--- src/rtl/hack_pkg.sv ---
// Shared types and default memory-map constants for the Hack data-memory path.
// Combinational definitions only; no latency.
// No flow control of its own; users add their own handshakes.
package hack_pkg;

  // Where a data-memory address lands in the Hack memory map.
  typedef enum logic [1:0] {
    RAM    = 2'd0,
    SCREEN = 2'd1,
    KBD    = 2'd2,
    NONE   = 2'd3
  } region_e;

  // Memory port sequencing.
  typedef enum logic [1:0] {
    IDLE     = 2'd0,
    MEM_WAIT = 2'd1,
    RESP     = 2'd2
  } state_e;

  // Default map: RAM 0x0000-0x3FFF, screen 0x4000-0x5FFF, keyboard at 0x6000.
  localparam logic [15:0] HACK_RAM_TOP  = 16'h3FFF;
  localparam logic [15:0] HACK_SCR_TOP  = 16'h5FFF;
  localparam logic [15:0] HACK_KBD_ADDR = 16'h6000;

endpackage

--- src/rtl/hack_addr_decode.sv ---
// Maps a 15-bit Hack data address to a region and a 14-bit word offset in that region.
// Purely combinational, zero latency.
// No backpressure; the result follows the address. Shared with the screen/VGA path.
module hack_addr_decode
  import hack_pkg::*;
#(
  parameter logic [15:0] RAM_TOP  = HACK_RAM_TOP,
  parameter logic [15:0] SCR_TOP  = HACK_SCR_TOP,
  parameter logic [15:0] KBD_ADDR = HACK_KBD_ADDR
) (
  input  logic [14:0] addr,
  output region_e     region,
  output logic [13:0] offset
);

  // First screen word; only the low 14 bits matter for the in-region offset.
  localparam logic [13:0] SCR_BASE = 14'(RAM_TOP + 16'd1);

  logic [15:0] addr16;
  assign addr16 = {1'b0, addr};

  // Ordered compare against the region tops; everything past the keyboard is unmapped.
  always_comb begin
    region = NONE;
    offset = '0;
    if (addr16 <= RAM_TOP) begin
      region = RAM;
      offset = addr[13:0];
    end else if (addr16 <= SCR_TOP) begin
      region = SCREEN;
      offset = addr[13:0] - SCR_BASE;
    end else if (addr16 == KBD_ADDR) begin
      region = KBD;
    end
  end

endmodule

--- src/rtl/hack_mem_port.sv ---
// Hack CPU data-memory port: runs addressM/writeM/outM against RAM/screen over a req/ack bus, serves the keyboard locally.
// Latency request edge to cpu_rvalid: 1 cycle for keyboard/unmapped, bus wait + 2 for RAM/screen.
// Holds the CPU with stall until the access is registered; HACK_MEM_TIMEOUT_EN adds an ack watchdog with sticky err.
module hack_mem_port
  import hack_pkg::*;
#(
  parameter logic [15:0] RAM_TOP  = HACK_RAM_TOP,
  parameter logic [15:0] SCR_TOP  = HACK_SCR_TOP,
  parameter logic [15:0] KBD_ADDR = HACK_KBD_ADDR,
  parameter int          TIMEOUT  = 255
) (
  input  logic        clk,
  input  logic        reset,
  input  logic        cpu_valid,
  output logic        cpu_ready,
  input  logic [14:0] cpu_addr,
  input  logic        cpu_we,
  input  logic [15:0] cpu_wdata,
  output logic [15:0] cpu_rdata,
  output logic        cpu_rvalid,
  output logic        stall,
  output logic        mem_req,
  output logic        mem_we,
  output logic        mem_sel,
  output logic [13:0] mem_addr,
  output logic [15:0] mem_wdata,
  input  logic        mem_ack,
  input  logic [15:0] mem_rdata,
  input  logic [15:0] kbd_code,
  output logic        err
);

  region_e     dec_region;
  logic [13:0] dec_offset;

  hack_addr_decode #(
    .RAM_TOP  (RAM_TOP),
    .SCR_TOP  (SCR_TOP),
    .KBD_ADDR (KBD_ADDR)
  ) u_decode (
    .addr   (cpu_addr),
    .region (dec_region),
    .offset (dec_offset)
  );

  state_e      state_q, state_d;
  logic        mem_req_q, mem_req_d;
  logic        mem_we_q, mem_we_d;
  logic        mem_sel_q, mem_sel_d;
  logic [13:0] mem_addr_q, mem_addr_d;
  logic [15:0] mem_wdata_q, mem_wdata_d;
  logic [15:0] rdata_q, rdata_d;
  logic        rvalid_q, rvalid_d;

`ifdef HACK_MEM_TIMEOUT_EN
  // Counter is zero outside MEM_WAIT, so it is already clear on entry.
  localparam logic [15:0] TMO_LAST = 16'(TIMEOUT - 1);
  logic [15:0] tmo_cnt_q, tmo_cnt_d;
  logic        err_q, err_d;
  logic        tmo_hit;
  assign tmo_hit = (tmo_cnt_q == TMO_LAST);
  assign err     = err_q;
`else
  // TIMEOUT only matters when the watchdog is compiled in.
  if (TIMEOUT < 1) begin : g_timeout_unused
  end
  assign err = 1'b0;
`endif

  // The CPU is held in its request cycle and while the bus is busy; RESP releases it.
  assign cpu_ready  = (state_q == IDLE);
  assign stall      = (state_q == MEM_WAIT) | (cpu_valid & (state_q == IDLE));
  assign cpu_rdata  = rdata_q;
  assign cpu_rvalid = rvalid_q;
  assign mem_req    = mem_req_q;
  assign mem_we     = mem_we_q;
  assign mem_sel    = mem_sel_q;
  assign mem_addr   = mem_addr_q;
  assign mem_wdata  = mem_wdata_q;

  // Next-state and registered-output logic; rvalid is computed a cycle early so it lands in RESP.
  always_comb begin
    state_d     = state_q;
    mem_req_d   = mem_req_q;
    mem_we_d    = mem_we_q;
    mem_sel_d   = mem_sel_q;
    mem_addr_d  = mem_addr_q;
    mem_wdata_d = mem_wdata_q;
    rdata_d     = rdata_q;
    rvalid_d    = 1'b0;
`ifdef HACK_MEM_TIMEOUT_EN
    err_d       = err_q;
    tmo_cnt_d   = (state_q == MEM_WAIT) ? tmo_cnt_q + 16'd1 : '0;
`endif
    case (state_q)
      IDLE: begin
        if (cpu_valid) begin
          case (dec_region)
            RAM, SCREEN: begin
              mem_req_d   = 1'b1;
              mem_we_d    = cpu_we;
              mem_sel_d   = (dec_region == SCREEN);
              mem_addr_d  = dec_offset;
              mem_wdata_d = cpu_wdata;
              state_d     = MEM_WAIT;
            end
            KBD: begin
              // Keyboard writes are silently dropped.
              if (!cpu_we) begin
                rdata_d  = kbd_code;
                rvalid_d = 1'b1;
              end
              state_d = RESP;
            end
            default: begin
              // Unmapped reads return zero; unmapped writes are dropped.
              if (!cpu_we) begin
                rdata_d  = '0;
                rvalid_d = 1'b1;
              end
              state_d = RESP;
            end
          endcase
        end
      end
      MEM_WAIT: begin
        if (mem_ack) begin
          mem_req_d = 1'b0;
          if (!mem_we_q) begin
            rdata_d  = mem_rdata;
            rvalid_d = 1'b1;
          end
          state_d = RESP;
        end
`ifdef HACK_MEM_TIMEOUT_EN
        else if (tmo_hit) begin
          mem_req_d = 1'b0;
          err_d     = 1'b1;
          if (!mem_we_q) begin
            rdata_d  = 16'hFFFF;
            rvalid_d = 1'b1;
          end
          state_d = RESP;
        end
`endif
      end
      RESP: begin
        state_d = IDLE;
      end
      default: begin
        state_d = IDLE;
      end
    endcase
  end

  // State and output registers; reset abandons any in-flight bus request.
  always_ff @(posedge clk) begin
    if (reset) begin
      state_q     <= IDLE;
      mem_req_q   <= 1'b0;
      mem_we_q    <= 1'b0;
      mem_sel_q   <= 1'b0;
      mem_addr_q  <= '0;
      mem_wdata_q <= '0;
      rdata_q     <= '0;
      rvalid_q    <= 1'b0;
`ifdef HACK_MEM_TIMEOUT_EN
      err_q       <= 1'b0;
      tmo_cnt_q   <= '0;
`endif
    end else begin
      state_q     <= state_d;
      mem_req_q   <= mem_req_d;
      mem_we_q    <= mem_we_d;
      mem_sel_q   <= mem_sel_d;
      mem_addr_q  <= mem_addr_d;
      mem_wdata_q <= mem_wdata_d;
      rdata_q     <= rdata_d;
      rvalid_q    <= rvalid_d;
`ifdef HACK_MEM_TIMEOUT_EN
      err_q       <= err_d;
      tmo_cnt_q   <= tmo_cnt_d;
`endif
    end
  end

endmodule

--- config.mk ---
export PLATFORM = sky130hd
export DESIGN_NAME = hack_mem_port
export DESIGN_NICKNAME = d
export VERILOG_FILES = /design/src/rtl/hack_pkg.sv /design/src/rtl/hack_addr_decode.sv /design/src/rtl/hack_mem_port.sv
export SDC_FILE = /design/constraint.sdc
export NUM_CORES = 1
export LEC_CHECK = 0
export CAP_MARGIN = 20
export CORE_ASPECT_RATIO = 1.4
export CORE_MARGIN = 1
export CORE_UTILIZATION = 35
export DETAILED_ROUTE_END_ITERATION = 10
export PLACE_DENSITY = 0.77
export SYNTH_ARGS = -nofsm -noshare
export SYNTH_HDL_FRONTEND = slang
export SYNTH_SLANG_ARGS = --single-unit
export TNS_END_PERCENT = 20
--- constraint.sdc ---
create_clock -name clk -period 1.8 [get_ports clk]
set_input_delay 0.54 -clock clk [delete_from_list [all_inputs] [get_ports clk]]
set_output_delay 0.54 -clock clk [all_outputs]
set_load 0.1 [all_outputs]
After elaboration in Yosys (flattened, before gate mapping). Cells that the tools add are included.

Flip-flop bits (word level): 52. Latch bits: 0. Bits in writable memories: 0. ROM bits: 0. Bits of input ports: 68. Memories: 0.

Add/subtract/negate cells: 0. $mul: 0. Div/mod/pow operators: 0. Magnitude comparators: 2. Eq/ne operators: 10. Shift operators: 0. Mux-type cells: 26. Bitwise logic cells: 2. Reduce and logical (&&, ||, !) cells: 8.

Operator list (count): $mux W16 (5); $pmux W16 S2 (2); $mux W14 (2); $eq A15 B15 Y1 const B (1); $le A15 B14 Y1 const B (1); $le A15 B15 Y1 const B (1); $mux W2 (5); $ne A2 B2 Y1 const B (5); $mux W1 (9); $reduce_and A6 Y1 (1); $eq A2 B1 Y1 const B (2); $logic_not A2 Y1 (2); $pmux W1 S2 (2); $pmux W2 S2 (1); $reduce_and A4 Y1 (1); $reduce_and A3 Y1 (1); $eq A2 B2 Y1 const B (1); $ne A2 B1 Y1 const B (1); $reduce_and A2 Y1 (1); $reduce_bool A2 Y1 (1); $reduce_or A2 Y1 (1); $and A1 B1 Y1 (1); $or A1 B1 Y1 (1).

Logic depth before layout (Yosys ltp).
Depth after elaboration: 9. Gate-level depth with buffers: 6.

Hierarchy. From an unflattened synthesis, not the netlist that was laid out.

Cells, all modules: 264. Area total of the unflattened synthesis: 2307.2 um^2.

By module, submodules not included: hack_mem_port (times used 1, cells each 241, area an instance 2135.8 um^2, seq. area each 1041.0 um^2); hack_addr_decode (times used 1, cells each 23, area an instance 171.4 um^2, seq. area each 0.0 um^2).

Least setup slack after synthesis. Ideal clock, no wire load.

Path kind: reg-to-reg. Start point: reg state_q[0]. End point: reg mem_we_q, in the netlist mem_we. Setup time: 0.132 ns. Arrival time: 2.406 ns. Required time: 1.668 ns. Slack: -0.738 ns. Cell stages (with the launch flop): 6. Path buffers: 1. Cells stage by stage: dfxtp_1 > nor2_1 > nand3_1 > clkbuf_1 > nand2_1 > a21oi_1.

Word-level cells in the longest chain between the ends: 2.

Ends and longest elaborated chain: start: declaration (line hack_mem_port.sv:46) `state_e state_q, state_d;`; start signal: assignment (line hack_mem_port.sv:172) `state_q <= state_d;`; $logic_not A2 Y1; net cpu_ready (line hack_mem_port.sv:15) `output logic cpu_ready,`; $reduce_and A3 Y1 (no source line); end signal: assignment (line hack_mem_port.sv:174) `mem_we_q <= mem_we_d;`; end: declaration (line hack_mem_port.sv:48) `logic mem_we_q, mem_we_d;`.

The timed path passes the listed nets, and every way through them passes these cells. A chain may end at the register's enable or synchronous reset.

Final worst setup path.
Start point: in cpu_valid. End point: out stall.

Word-level cells in the longest chain between the ends: 2.

Ends and longest elaborated chain: start: declaration (line hack_mem_port.sv:14) `input logic cpu_valid,`; $and A1 B1 Y1 (line hack_mem_port.sv:72) `assign stall = (state_q == MEM_WAIT) | (cpu_valid & (state_q == IDLE));`; $or A1 B1 Y1 (line hack_mem_port.sv:72); end: declaration (line hack_mem_port.sv:21) `output logic stall,`.

Every way passes these cells.

==> flow_summary.toml <==
[run_status]
status = "finished with violations"
violations = "negative setup slack"

[floorplan]
die-area_um2 = 6580
design.core.area_um2 = 5950
die_y_um = 95.6
rows = 33
fp.dieW_um = 68.8
pin_count = 121
start_util_pct = 36.8

[clock_network]
numCtsBuffers = 5
path_clk_slew_ps = 90
cts_buffer_depth = 2
cts_sinks = 52
htreeDepth = 2
clock_latency_ps = 300
cts_root_buf = "clkbuf_8"
cts_tree = "yes"

[job]
cap_violations = 0

[logic_synthesis]
syn_nets = 328
seq_area_frac_synth_pct = 47.5
muxShareOfSynthArea_pct = 0
yosys.area_share.simple_pct = 21.1
avgSynthCellArea_um2 = 8.42
synth.most_common_cell = "nand2_1"
yosysWarnings = 0
synth_area_um2 = 2190
synth-xor-area-share_pct = 0
synth_top_family_by_area = "compound AO/OA/AOI/OAI gates"
yosysTopAreaCellShare_pct = 47.5
synthCells = 260
ys_top_cells_by_count = "nand2_1 (63), dfxtp_1 (52), a21oi_1 (49), inv_1 (17)"
synth_ff_type = "dfxtp_1"
synth_edf_count = 0
async_flop_share_pct = 0
yosysTopAreaCell = "dfxtp_1"
synthTopCellsByArea = "dfxtp_1 (48%), a21oi_1 (11%), a221oi_2 (11%), nand2_1 (11%), nand4_1 (4.6%)"
yosys.area_share.adder_pct = 0
ys_ff_latch = 52
ys_types = 25
synth_compound_area_share_pct = 23.2

[power]
power_density_nw_per_um2 = 818
power_w = 0.00352
vdd_drop_max_mv = 0.564
leakagePower_nw = 1.59

[setup_path]
crit_path_start_kind = "input pin"
ff2ff_path_depth = 5
path_class = "in2out"
crit_end = "stall"
endpoint_kind = "output port"
cp.arrival_ps = 1400
crit_fanout = 3
startpoint = "cpu_valid"
worst_r2r_endpoint = "cpu_rdata[15]"
reg2reg_slack_ps = 20
critPathRequiredTime_ps = 1260
worstReg2RegStart = "state_q[1]"

[worst_hold_path]
hold_path_class = "reg2reg"

[global_route]
grt_max_degree = 33
antenna_found_initial = 0
overflow = 0
track_usage_pct = 22.2
first_global_vias = 2351
grt_pass1_wl_um = 10800

[routing]
postRouteAntennaNets = 0
drtIter0Drc = 145
dr.max_layer_used = "met4"
drc = 0
drt_pre_antenna_iters = 4
wl_met1_um = 2640
met2_length_um = 3950
vias = 2438
viasPerCell = 5.31
totalWireLength_um = 7500
wl_per_cell_um = 16.3
wl_met3_um = 773

[sta]
setup_viol_count_final = 3
period_needed_ps = 1940
fin_skew_ps = 8.94
fmax_mhz = 515
setup_ws_ps = -141
min_period_over_period_pct = 108
drv_slew = 0
hold_viol = 0
rsz0062_at_grt = "yes"

[cells_and_area]
area_growth_pct = 96.7
drive_gt1_share_pct = 30.1
fillers = 433
fin_nets = 456
antenna_cells = 0

[placed_design]
portBuffers = 119
dpl.hpwl_um = 5180
dp_slack_ps = -687
gp_congestion = 0.825
[state kept, by name, indices dropped and copies added, names as in the netlist]
name and count:
cpu_rdata 16, mem_we 1, mem_sel 1, cpu_rvalid 1, mem_req 1, mem_addr 14, mem_wdata 16, state_q 2
[logic make-up (layout without fill, tap and decap cells)]
group,Yosys count,after routing
buf+inv,40,166
flops,52,52
simple gates,101,101
compound gates,66,69
other cells,1,1
[area by class of cell]
type	instances	area, um2	area share (%)
Clock buffer	6	72.6	1.68
Tap cell	70	87.6	2.03
Timing Repair Buffer	141	1920	44.6
Clock inverter	2	35.0	0.813
Sequential cell	52	1040	24.2
Multi-Input combinational cell	171	1080	25.2
Inverter	17	63.8	1.48
[per-stage QoR]
| stage | std cells | utilization (%) | setup TNS, ps | hold slack (ps) | cell area [um2] |
|---|---|---|---|---|---|
| 3_5_place_dp | 445 | 68.3 | -25260 | 485 | 4060 |
| 5_1_grt | 459 | 72.5 | -323 | 513 | 4310 |
| 4_1_cts | 457 | 71.4 | -127 | 498 | 4250 |
| 3_3_place_gp | 445 | 68.3 | -22610 | 479 | 4060 |
| 6_report | 459 | 72.5 | -188 | 493 | 4310 |
| 2_1_floorplan | 260 | - | -6510 | 499 | 2190 |
[what timing repair did]
item                                    4_1_cts  5_1_grt
buffers inserted                              2        0
resized for setup                            18        7
hold buffers                                  0        0
cloned                                        2        2
endpoints found under the setup margin       48       18
endpoints found under the hold margin         0        0
pin swaps                                    13        3
[critical path, cell delays in order]
cell,delay (ps)
buf_2,100
or3b_4,390
buf_6,130
nand2_4,60
buf_12,170
[cell usage in the layout, fill, tap and decap left out, types with 5 or more instances in the layout]
master and instances:
clkdlybuf4s50_1 60, dfxtp_1 50, nand2_1 61, buf_4 17
buf_12 55, nand4_1 16, dlygate4sd2_1 5, a21oi_1 47
clkbuf_8 5, a221oi_2 16, inv_1 17
[power by group]
part / total, W / switching (W) / leakage [nW] / internal (W)
sequential: 0.00131 / 0.0000832 / 0.426 / 0.00123
combinational: 0.00143 / 0.000868 / 1.11 / 0.000560
clock: 0.000784 / 0.000370 / 0.0552 / 0.000413
[worst min-delay path by stage]
| stage | start | to | slack [ps] | cells past startpoint |
|---|---|---|---|---|
| 6_report | mem_addr[10] | mem_addr[10] | 490 | 2 |
| 5_1_grt | mem_addr[10] | mem_addr[10] | 510 | 2 |
| 4_1_cts | mem_addr[10] | mem_addr[10] | 500 | 2 |
| 3_5_place_dp | mem_addr[10] | mem_addr[10] | 490 | 2 |
| 3_3_place_gp | mem_wdata[13] | mem_wdata[13] | 480 | 2 |
| 2_1_floorplan | state_q[1] | state_q[1] | 500 | 1 |
[metal layers]
layer	track usage, %	vias to the layer above
met5	0	-
met4	9.18	0
met3	5.62	12
met2	41.9	141
met1	21.9	1128
li1	-	1157
(Power assumes the default switching activity.)
